`src/rtl/chu_adc_sampler_core_if.sv`:
```
// Slot bus and converter handshake bundle for chu_adc_sampler_core.
// slave: core side (rd_data, conv_start/ch, irq out); master: CPU bus + converter side.
interface chu_adc_sampler_core_if #(
    parameter int N_CH   = 4,
    parameter int DATA_W = 16
);
    localparam int CH_W = (N_CH > 1) ? $clog2(N_CH) : 1;

    logic              cs;
    logic              read;
    logic              write;
    logic [4:0]        addr;
    logic [31:0]       wr_data;
    logic [31:0]       rd_data;
    logic              conv_start;
    logic [CH_W-1:0]   conv_ch;
    logic [DATA_W-1:0] conv_data;
    logic              conv_done;
    logic              irq;

    modport slave (
        input  cs, read, write, addr, wr_data,
        input  conv_data, conv_done,
        output rd_data, conv_start, conv_ch, irq
    );

    modport master (
        output cs, read, write, addr, wr_data,
        output conv_data, conv_done,
        input  rd_data, conv_start, conv_ch, irq
    );
endinterface

```
`src/rtl/chu_adc_sampler_core.sv`:
```
// Multi-channel ADC sampler slot: prescaled scans, start/done converter, sample FIFO, irq.
// Ports: clk, reset (async active-low), bus (slot regs + converter handshake, slave modport).
module chu_adc_sampler_core #(
    parameter int N_CH           = 4,
    parameter int DATA_W         = 16,
    parameter int FIFO_DEPTH_BIT = 4,
    parameter int PRE_W          = 16
) (
    input  logic clk,
    input  logic reset,
    chu_adc_sampler_core_if.slave bus
);
    localparam int CH_W  = (N_CH > 1) ? $clog2(N_CH) : 1;
    localparam int FB    = FIFO_DEPTH_BIT;
    localparam int DEPTH = 1 << FB;
    localparam int ENT_W = 4 + DATA_W;
    localparam int MW    = (N_CH > 8) ? 8 : N_CH;
    localparam logic [FB:0] L_FULL = (FB+1)'(DEPTH);

    localparam logic [1:0] S_IDLE = 2'd0;
    localparam logic [1:0] S_ARM  = 2'd1;
    localparam logic [1:0] S_CONV = 2'd2;
    localparam logic [1:0] S_NEXT = 2'd3;

    logic [1:0]       r_state;
    logic [CH_W-1:0]  r_ch;
    logic             r_start;
    logic             r_en;
    logic             r_single;
    logic [N_CH-1:0]  r_mask;
    logic [PRE_W-1:0] r_pre;
    logic [PRE_W-1:0] r_pcnt;
    logic [FB:0]      r_th;
    logic [FB-1:0]    r_wp;
    logic [FB-1:0]    r_rp;
    logic [FB:0]      r_count;
    logic             r_ovf;
    logic             r_irq;
    logic [ENT_W-1:0] r_mem [DEPTH];

    logic w_wr, w_wr_ctrl, w_wr_pre, w_wr_th, w_wr_pop, w_wr_ovf;
    logic w_abort, w_tick, w_push, w_push_ok, w_pop, w_clr;
    logic w_empty, w_full;
    logic [CH_W-1:0]  w_first, w_nxt;
    logic             w_first_ok, w_nxt_ok;
    logic [ENT_W-1:0] w_head;
    logic [31:0]      w_rd;
    logic             w_unused;

    assign w_wr      = bus.cs & bus.write;
    assign w_wr_ctrl = w_wr & (bus.addr == 5'd0);
    assign w_wr_pre  = w_wr & (bus.addr == 5'd1);
    assign w_wr_th   = w_wr & (bus.addr == 5'd2);
    assign w_wr_pop  = w_wr & (bus.addr == 5'd3);
    assign w_wr_ovf  = w_wr & (bus.addr == 5'd4);

    // Disabling beats everything, including a result landing this cycle.
    assign w_abort = w_wr_ctrl & ~bus.wr_data[0];
    assign w_tick  = r_en & (r_pcnt == r_pre);
    assign w_push  = (r_state == S_CONV) & bus.conv_done & ~w_abort;

    assign w_empty   = (r_count == '0);
    assign w_full    = (r_count == L_FULL);
    assign w_pop     = w_wr_pop & ~w_empty;
    assign w_clr     = w_wr_ctrl & bus.wr_data[2];
    // A pop in the same cycle frees the slot, so a full FIFO still accepts.
    assign w_push_ok = w_push & (~w_full | w_pop);

    // Lowest enabled channel overall, and lowest enabled above r_ch.
    always_comb begin
        w_first    = '0;
        w_first_ok = 1'b0;
        w_nxt      = '0;
        w_nxt_ok   = 1'b0;
        for (int i = N_CH - 1; i >= 0; i--) begin
            if (r_mask[i]) begin
                w_first    = CH_W'(i);
                w_first_ok = 1'b1;
            end
            if (r_mask[i] && (i > int'(r_ch))) begin
                w_nxt    = CH_W'(i);
                w_nxt_ok = 1'b1;
            end
        end
    end

    always_ff @(posedge clk or negedge reset) begin
        if (!reset) begin
            r_state  <= S_IDLE;
            r_ch     <= '0;
            r_start  <= 1'b0;
            r_en     <= 1'b0;
            r_single <= 1'b0;
            r_mask   <= '0;
        end else begin
            r_start <= 1'b0;
            if (w_wr_ctrl) begin
                r_en     <= bus.wr_data[0];
                r_single <= bus.wr_data[1];
                r_mask   <= bus.wr_data[8 +: N_CH];
            end
            if (w_abort) begin
                r_state <= S_IDLE;
            end else begin
                case (r_state)
                    S_IDLE: begin
                        if (w_wr_ctrl || r_en)
                            r_state <= S_ARM;
                    end
                    S_ARM: begin
                        if (w_tick && w_first_ok) begin
                            r_state <= S_CONV;
                            r_ch    <= w_first;
                            r_start <= 1'b1;
                        end
                    end
                    S_CONV: begin
                        if (bus.conv_done)
                            r_state <= S_NEXT;
                    end
                    S_NEXT: begin
                        if (w_nxt_ok) begin
                            r_state <= S_CONV;
                            r_ch    <= w_nxt;
                            r_start <= 1'b1;
                        end else if (r_single) begin
                            r_state <= S_IDLE;
                            if (!w_wr_ctrl)
                                r_en <= 1'b0;
                        end else begin
                            r_state <= S_ARM;
                        end
                    end
                    default: r_state <= S_IDLE;
                endcase
            end
        end
    end

    always_ff @(posedge clk or negedge reset) begin
        if (!reset) begin
            r_pre  <= '0;
            r_th   <= '0;
            r_pcnt <= '0;
        end else begin
            if (w_wr_pre)
                r_pre <= bus.wr_data[PRE_W-1:0];
            if (w_wr_th)
                r_th <= bus.wr_data[FB:0];
            if (!r_en || w_wr_pre || w_tick)
                r_pcnt <= '0;
            else
                r_pcnt <= r_pcnt + PRE_W'(1);
        end
    end

    always_ff @(posedge clk or negedge reset) begin
        if (!reset) begin
            r_wp    <= '0;
            r_rp    <= '0;
            r_count <= '0;
            r_ovf   <= 1'b0;
            r_irq   <= 1'b0;
        end else begin
            if (w_clr) begin
                r_wp    <= '0;
                r_rp    <= '0;
                r_count <= '0;
            end else begin
                if (w_push_ok)
                    r_wp <= r_wp + FB'(1);
                if (w_pop)
                    r_rp <= r_rp + FB'(1);
                if (w_push_ok && !w_pop)
                    r_count <= r_count + (FB+1)'(1);
                else if (!w_push_ok && w_pop)
                    r_count <= r_count - (FB+1)'(1);
            end
            if (w_push && !w_push_ok && !w_clr)
                r_ovf <= 1'b1;
            else if (w_wr_ovf && bus.wr_data[0])
                r_ovf <= 1'b0;
            r_irq <= r_ovf | ((r_th != '0) & (r_count >= r_th));
        end
    end

    always_ff @(posedge clk) begin
        if (w_push_ok && !w_clr)
            r_mem[r_wp] <= {4'(r_ch), bus.conv_data};
    end

    always_comb begin
        w_rd   = '0;
        w_head = r_mem[r_rp];
        case (bus.addr)
            5'd0: begin
                w_rd[0]         = w_empty;
                w_rd[1]         = w_full;
                w_rd[2]         = r_ovf;
                w_rd[3]         = (r_state == S_CONV);
                w_rd[8 +: FB+1] = r_count;
                w_rd[16 +: MW]  = r_mask[MW-1:0];
            end
            5'd3: begin
                if (!w_empty) begin
                    w_rd[31:28]       = w_head[ENT_W-1 -: 4];
                    w_rd[DATA_W-1:0] = w_head[DATA_W-1:0];
                end
            end
            default: ;
        endcase
    end

    assign bus.rd_data    = w_rd;
    assign bus.conv_start = r_start;
    assign bus.conv_ch    = r_ch;
    assign bus.irq        = r_irq;

    // Reads have no side effects; the strobe and spare data bits go nowhere.
    assign w_unused = &{1'b0, bus.read, bus.wr_data};
endmodule

```
`src/flat_wrapper.sv`:
```
// flat-port wrapper written by rule: the top's interface ports become plain ports
module chu_adc_sampler_core_flat 
#(
    parameter int N_CH           = 4,
    parameter int DATA_W         = 16,
    parameter int FIFO_DEPTH_BIT = 4,
    parameter int PRE_W          = 16
)
  (clk, reset, bus_cs, bus_read, bus_write, bus_addr, bus_wr_data, bus_conv_data, bus_conv_done, bus_rd_data, bus_conv_start, bus_conv_ch, bus_irq);
  chu_adc_sampler_core_if #(.N_CH(N_CH), .DATA_W(DATA_W)) bus_i ();
  input  logic clk;
  input  logic reset;
  input wire logic [$bits(bus_i.cs)-1:0] bus_cs;
  input wire logic [$bits(bus_i.read)-1:0] bus_read;
  input wire logic [$bits(bus_i.write)-1:0] bus_write;
  input wire logic [$bits(bus_i.addr)-1:0] bus_addr;
  input wire logic [$bits(bus_i.wr_data)-1:0] bus_wr_data;
  input wire logic [$bits(bus_i.conv_data)-1:0] bus_conv_data;
  input wire logic [$bits(bus_i.conv_done)-1:0] bus_conv_done;
  output wire logic [$bits(bus_i.rd_data)-1:0] bus_rd_data;
  output wire logic [$bits(bus_i.conv_start)-1:0] bus_conv_start;
  output wire logic [$bits(bus_i.conv_ch)-1:0] bus_conv_ch;
  output wire logic [$bits(bus_i.irq)-1:0] bus_irq;
  assign bus_i.cs = bus_cs;
  assign bus_i.read = bus_read;
  assign bus_i.write = bus_write;
  assign bus_i.addr = bus_addr;
  assign bus_i.wr_data = bus_wr_data;
  assign bus_i.conv_data = bus_conv_data;
  assign bus_i.conv_done = bus_conv_done;
  assign bus_rd_data = bus_i.rd_data;
  assign bus_conv_start = bus_i.conv_start;
  assign bus_conv_ch = bus_i.conv_ch;
  assign bus_irq = bus_i.irq;
  chu_adc_sampler_core #(.N_CH(N_CH), .DATA_W(DATA_W), .FIFO_DEPTH_BIT(FIFO_DEPTH_BIT), .PRE_W(PRE_W)) u_core (.clk(clk), .reset(reset), .bus(bus_i));
endmodule
```
`config.mk`:
```
export PLATFORM = sky130hd
export DESIGN_NAME = chu_adc_sampler_core_flat
export DESIGN_NICKNAME = d
export VERILOG_FILES = /design/src/rtl/chu_adc_sampler_core_if.sv /design/src/rtl/chu_adc_sampler_core.sv /design/src/flat_wrapper.sv
export SDC_FILE = /design/constraint.sdc
export NUM_CORES = 1
export LEC_CHECK = 0
export ABC_AREA = 1
export CAP_MARGIN = 20
export CORE_ASPECT_RATIO = 0.7
export CORE_MARGIN = 3
export CORE_UTILIZATION = 35
export CTS_CLUSTER_SIZE = 16
export DETAILED_ROUTE_END_ITERATION = 16
export GPL_ROUTABILITY_DRIVEN = 0
export PLACE_DENSITY = 0.52
export SKIP_LAST_GASP = 1
export SYNTH_ARGS = -nofsm -noshare
export SYNTH_HDL_FRONTEND = slang
export SYNTH_SLANG_ARGS = --single-unit
```
`constraint.sdc`:
```
create_clock -name clk -period 3.24 [get_ports clk]
set_input_delay 0.648 -clock clk [delete_from_list [all_inputs] [get_ports clk]]
set_output_delay 0.648 -clock clk [all_outputs]
set_load 0.03 [all_outputs]
```
==> results of run 1 <==
final cells by class:
class,count,area [sq um],share of cell area (%)
sequential,351,10200,54.7
multi-input combinational,824,4350,23.3
timing repair buffer,163,1900,10.2
clock buffer,46,927,4.96
tap,544,681,3.64
inverter,97,394,2.11
clock inverter,15,181,0.970
timing repair inverter,3,33.8,0.181
kinds of logic (layout without fill, tap and decap cells):
logic type | count (synthesis) | after routing
XOR/XNOR | 16 | 16
buffers and inverters | 174 | 324
AO/OA/AOI/OAI | 286 | 286
multiplexers | 4 | 4
AND/OR/NAND/NOR | 492 | 492
adder cells (fa/ha/maj) | 16 | 16
other | 1 | 10
flip-flops | 351 | 351
cells in the mapped netlist (all sizes together) (28+ instances only):
cell type / count
edfxtp: 288
nand2: 233
nor2: 142
o21ai: 134
inv: 97
a21oi: 82
dfrtp: 63
nand3: 62
buf: 48
clkbuf: 29
o22ai: 29
nor3: 28
per-layer routing:
| layer | wire length [um] | up-vias | share of wire [%] | GRT usage (%) |
|---|---|---|---|---|
| met5 | 0 | - | 0 | 0 |
| met4 | 773 | 0 | 1.8 | 4.24 |
| met3 | 2590 | 53 | 6.0 | 2.92 |
| met2 | 18300 | 308 | 42 | 25.6 |
| met1 | 21400 | 5228 | 50 | 28.8 |
| li1 | - | 4979 | - | - |
worst max-delay path: stages, from the launching register on:
cell	delay [ns]
dfrtp_4	0.61
buf_4	0.19
clkbuf_16	0.21
a21oi_2	0.14
a21oi_1	0.09
a221oi_2	0.39
nor3_2	0.08
buf_4	0.14
buf_12	0.13
cells in the final DEF (no fill, tap or decap), types with 10 or more instances in the layout:
| master | synthesis | layout |
|---|---|---|
| nor2_2 | 6 | 10 |
| a21oi_1 | 82 | 81 |
| nor2_1 | 134 | 130 |
| clkbuf_16 | 0 | 37 |
| buf_4 | 12 | 69 |
| clkdlybuf4s50_1 | 0 | 42 |
| o21ai_0 | 131 | 126 |
| edfxtp_1 | 288 | 288 |
| or2_2 | 11 | 10 |
| nand3_1 | 59 | 56 |
| buf_12 | 0 | 37 |
| inv_1 | 88 | 87 |
| dfrtp_1 | 63 | 60 |
| nor3_2 | 2 | 19 |
| clkbuf_1 | 29 | 10 |
| ha_1 | 15 | 15 |
| nand2_1 | 227 | 225 |
| o22ai_1 | 29 | 29 |
| conb_1 | 1 | 10 |
state kept, by name, summed over array words and instances, names as in the netlist, 2 cells and up:
| name | cells |
|---|---|
| u_core.r_mem | 288 |
| u_core.r_pcnt | 16 |
| u_core.r_pre | 16 |
| u_core.r_count | 5 |
| u_core.r_th | 5 |
| u_core.r_mask | 4 |
| u_core.r_rp | 4 |
| u_core.r_wp | 4 |
| u_core.bus.conv_ch | 2 |
| u_core.r_state | 2 |
power groups by stage:
stage	Clock, mW	Sequential [mW]	Combinational, mW
3_3_place_gp	0	5.59	3.37
6_report	4.06	5.53	3.77
3_5_place_dp	0	5.59	3.42
5_1_grt	4.33	5.57	4.19
2_1_floorplan	0	5.58	2.15
4_1_cts	4.15	5.51	3.45
worst max path at each step:
stage / startpoint / end / slack, ns / depth (start not counted)
final: u_core.r_rp[0] / bus_rd_data[4] / 0.06 / 8
after global routing: u_core.r_rp[0] / bus_rd_data[28] / -0.06 / 8
after CTS: bus_addr[3] / bus_rd_data[6] / -0.01 / 9
after detailed placement: bus_addr[3] / bus_rd_data[28] / -0.16 / 9
after global placement: bus_addr[3] / bus_rd_data[28] / -0.19 / 9
after floorplan: bus_addr[4] / u_core.r_mem[0][0] / 0.06 / 11
per-stage QoR:
stage	std cells	setup slack (ns)	hold WS (ns)
floorplan	1349	0.0639	0.352
CTS	2022	-0.0126	0.203
global route	2043	-0.0562	0.243
finish	2043	0.0644	0.191
detailed placement	1961	-0.159	0.475
global placement	1961	-0.186	0.471
timing repair:
action | CTS | global route
gates cloned | 0 | 5
endpoints found under the setup margin | 16 | 16
pin swaps | 2 | 11
hold buffers | 0 | 0
gates resized for setup | 11 | 46
setup buffers | 0 | 16
==> results.md, run 1 <==
- # IOs: 95
- IO buf count: 67
- Compound-gate portion of the synthesized area: 10.6%
- First-pass GRT wire length: 62.5 mm
- HP Class: input pin to asynchronous set/reset pin
- Fmax: 315 MHz
- Worst vdd ir: 0.456 mV
- Tot Pwr: 13.4 mW
- Asr flop ratio synth: 17.9%
- FF-to-FF setup slack: 0.50 ns
- Synth Area in XOR/XNOR: 0.930%
- Design Area, Final: 18700 sq um
- DIE AREA: 45600 sq um
- R2R cell count: 15
- Clk pin slew, worst setup/hold paths: 0.06 ns
- Mean Syn Cell Area: 11.2 sq um
- Final ANT Viol Nets: 0
- GRT Resource Usage Total: 18.1%
- Rel. slew slack: 48.0%
- Core Util, Final: 44.8%
- Crit Reg-Reg Endpoint: u_core.r_count[4]
- Starting DRC count in detailed routing: 832
- P_int: 8.94 mW
- Die W: 254 um
- Clock sinks: 351
- Final HPWL DP: 25.6 mm
- Max Root-Sink Buffers: 3
- Row cnt: 62
- Leakage power total: 6.92 nW
- Drt total wl: 43.0 mm
- Seq/Total Area, Yosys: 67.8%
- WL/cell: 21.1 um
- Launching point of the worst reg2reg path: u_core.r_count[1]
- Syn. warnings: 0
- Post-synth EDFFs: 288
- Main flop type after synthesis: edfxtp_1
- DRT Pass-1 Iters: 5
- Endpoints failing setup: 0
- Max Slew Vio Count: 0
- Initial antenna violation count: 0
- Combinational power share: 28.2%
- Worst-Skew Late Latency: 0.54 ns
- TNS Setup: 0 ns
- Fin. Hold Viols: 0
- Seq pwr share: 41.4%
- TritonCTS Buffers: 35
- Fill cell count: 3916
- Mapped cell area: 15100 sq um
- Synthesized instance count: 1340
- Nets: 1550
- H-tree level count: 2
- DRC: 0
- Area of the core: 41700 sq um
- Largest net degree at the start of global routing: 113
- Status: finished clean
- Placed Area: 17100 sq um
- Crit-path max FO: 28
- Switching Share: 33.1%
- Post-synthesis simple-gate area fraction: 14.1%
- Max Clock Skew: 0.0130 ns
- CP endpoint kind: output port
- Netlist cell types: 42
- Max-cap violations: 0
- CTS tree: done
- Synth Area in Adders: 1.38%
- Die Y: 180 um
- Startpoint types: register
- Area contributors post-synth: edfxtp_1, dfrtp_1, nand2_1, o21ai_0, nor2_1
- Pwr dens: 715 nW/um^2
- Largest family of logic cells by synthesized area: simple AND/OR/NAND/NOR gates
- Antenna cell count: 0
- RSZ-0062 raised after global routing: yes
- Seq cells post-synth: 351
- P_sw: 4.42 mW
- Via count: 10568
- Worst Path Required: 2.59 ns
- CP Class: register to output port
- Share of the clock period used by the worst path: 98.0%
- Layout cells sized above 1: 17.1%
- Clock Tree Root: clkbuf_16
- Worst Path Arrival: 2.53 ns
- Overflow left after global routing: 0
- Least-Margin Pin Slew: 0.780 ns
- Drt via density: 5.17
- Leading area contributor after synthesis: edfxtp_1
- Post-synthesis mux area share: 0.299%
- Clk pwr share: 30.4%
- Vias in the first global route: 9951
- Initial Utilization: 36.1%
- P&R area growth vs syn: 24.1%
- Synth top area share: 57.4%
- Fin crit period: 3.18 ns
Note: power is estimated with default switching activity, not from simulation.
==> inputs of run 2 (changes only) <==
ABC_CLOCK_PERIOD_IN_PS = 3240   (was unset)
==> results of run 2 <==
No change in the layout: final DEF, timing and power equal those of run 1.
==> inputs of run 3 (changes only) <==
CTS_BUF_LIST = sky130_fd_sc_hd__clkbuf_4   (was unset)
==> results.md, run 3 (synthesis gave the netlist of run 1 again) <==
- Clock Tree Root: clkbuf_4
- Switching Share: 35.0%
- Hold depth: 3
- Final HPWL DP: 25.6 mm
- Combinational power share: 33.4%
- Worst Hold End: u_core.r_pre[7]
- Die Y: 180 um
- Regs by FF count: u_core.r_mem (288), u_core.r_pcnt (16), u_core.r_pre (16)
- # IOs: 95
- Overflow left after global routing: 0
- CP Class: register to output port
- DRT Pass-1 Iters: 5
- Fmax: 308 MHz
- P_int: 9.23 mW
- R2R cell count: 17
- CTS tree: done
- Least-Margin Pin Slew: 0.786 ns
- Worst Path Arrival: 2.59 ns
- Status: finished, violations left
- Nets: 1616
- Drt total wl: 46.9 mm
- Die W: 254 um
- WL/cell: 21.8 um
- Max Root-Sink Buffers: 3
- Worst vdd ir: 0.313 mV
- Largest net degree at the start of global routing: 35
- FF-to-FF setup slack: 0.66 ns
- Row cnt: 62
- Drt via density: 5.22
- Crit-path max FO: 7
- First-pass GRT wire length: 68.7 mm
- Pwr dens: 721 nW/um^2
- Crit Reg-Reg Endpoint: u_core.r_count[3]
- Failing checks: negative setup slack
- Final ANT Viol Nets: 0
- GRT Resource Usage Total: 20.3%
- Endpoints failing setup: 1
- Layout cells sized above 1: 27.0%
- Max reg flops: 288
- Fin. Hold Viols: 0
- Worst Path Required: 2.59 ns
- Clk pin slew, worst setup/hold paths: 0.07 ns
- IO buf count: 67
- Slack of the critical path: -0.00192 ns
- Rel. slew slack: 47.6%
- Clock sinks: 351
- Max Slew Vio Count: 0
- Most frequent cells in the layout: edfxtp_1, nand2_1, clkbuf_4, nor2_1, inv_1
- Initial Utilization: 36.1%
- H-tree level count: 3
- Max-cap violations: 0
- P&R area growth vs syn: 30.7%
- DRC: 0
- Hold slack final: 0.468 ns
- TritonCTS Buffers: 88
- HP Class: input pin to register
- Seq. cell area: 10200 sq um
- Startpoint types: register
- Worst Min Path Start: bus_wr_data[7]
- RSZ-0062 raised after global routing: yes
- Multi-input logic area: 4740 sq um
- Seq pwr share: 38.8%
- Largest Register: u_core.r_mem
- DIE AREA: 45600 sq um
- Initial antenna violation count: 1
- Area of the core: 41700 sq um
- Max Clock Skew: 0.0597 ns
- Commonest non-fill, non-tap cell in the layout: edfxtp_1
- P_sw: 4.96 mW
- Fill cell count: 3856
- Pre-CTS setup slack: -0.159 ns
- Share of the clock period used by the worst path: 100%
- Starting DRC count in detailed routing: 992
- Via count: 11243
- Fin crit period: 3.24 ns
- Vias in the first global route: 10803
- Launching point of the worst reg2reg path: u_core.r_count[1]
- Leakage power total: 7.36 nW
- CP endpoint kind: output port
- Clk pwr share: 27.8%
- Worst-Skew Late Latency: 0.80 ns
run 3: cell type report:
class                           count  share of cell area (%)
Timing Repair Buffer              175                    12.2
Timing Repair inverter              4                   0.260
Inverter                           97                    2.04
Multi-Input combinational cell    824                    24.1
Tap cell                          544                    3.46
Sequential cell                   351                    51.9
Clock inverter                     25                   0.915
Clock buffer                      133                    5.07
Antenna cell                        1                  0.0127
run 3: worst max path at each step:
stage / from / end / slack [ns] / cells past startpoint
floorplan: bus_addr[4] / u_core.r_mem[0][0] / 0.06 / 11
global placement: bus_addr[3] / bus_rd_data[28] / -0.19 / 9
detailed placement: bus_addr[3] / bus_rd_data[28] / -0.16 / 9
CTS: u_core.r_rp[0] / bus_rd_data[2] / -0.08 / 11
global route: u_core.r_rp[0] / bus_rd_data[15] / -0.13 / 11
finish: u_core.r_rp[0] / bus_rd_data[28] / -0.002 / 8
run 3: timing repair:
item	in CTS	in global routing
hold buffers	1	0
cloned	16	5
gates resized for setup	136	85
setup endpoints to repair	18	18
hold endpoints to repair	30	0
pin swaps	37	39
setup buffers	15	4
run 3: power by group through the flow:
stage	clock (mW)	combinational, mW	sequential [mW]
6_report	3.95	4.75	5.50
5_1_grt	4.29	5.15	5.53
4_1_cts	4.05	4.41	5.49
3_5_place_dp	0	3.42	5.59
3_3_place_gp	0	3.37	5.59
2_1_floorplan	0	2.15	5.58
run 3: critical path: stages, from the launching register on:
cell and delay, ns:
dfrtp_4 0.51, buf_12 0.17, buf_16 0.17, buf_16 0.16, a21oi_4 0.12, o21ai_2 0.07
a221oi_2 0.37, nor3_4 0.12, buf_12 0.15
run 3: routing by layer:
layer	global-route usage, %	vias up	wire length, um
li1	-	5199	-
met1	31.2	5557	22300
met2	28.2	429	19900
met3	5.71	58	3940
met4	5.04	0	728
met5	0	-	0
run 3: metrics by stage:
step	power, mW	util, %	TNS [ns]	cell area, sq um	instances
6_report	14.2	47.2	-0.00192	19700	2154
5_1_grt	15.0	47.2	-1.68	19700	2154
4_1_cts	14.0	46.2	-0.590	19300	2145
3_5_place_dp	9.02	41.0	-0.196	17100	1961
3_3_place_gp	8.96	41.0	-0.186	17100	1961
2_1_floorplan	7.73	-	0	15100	1349
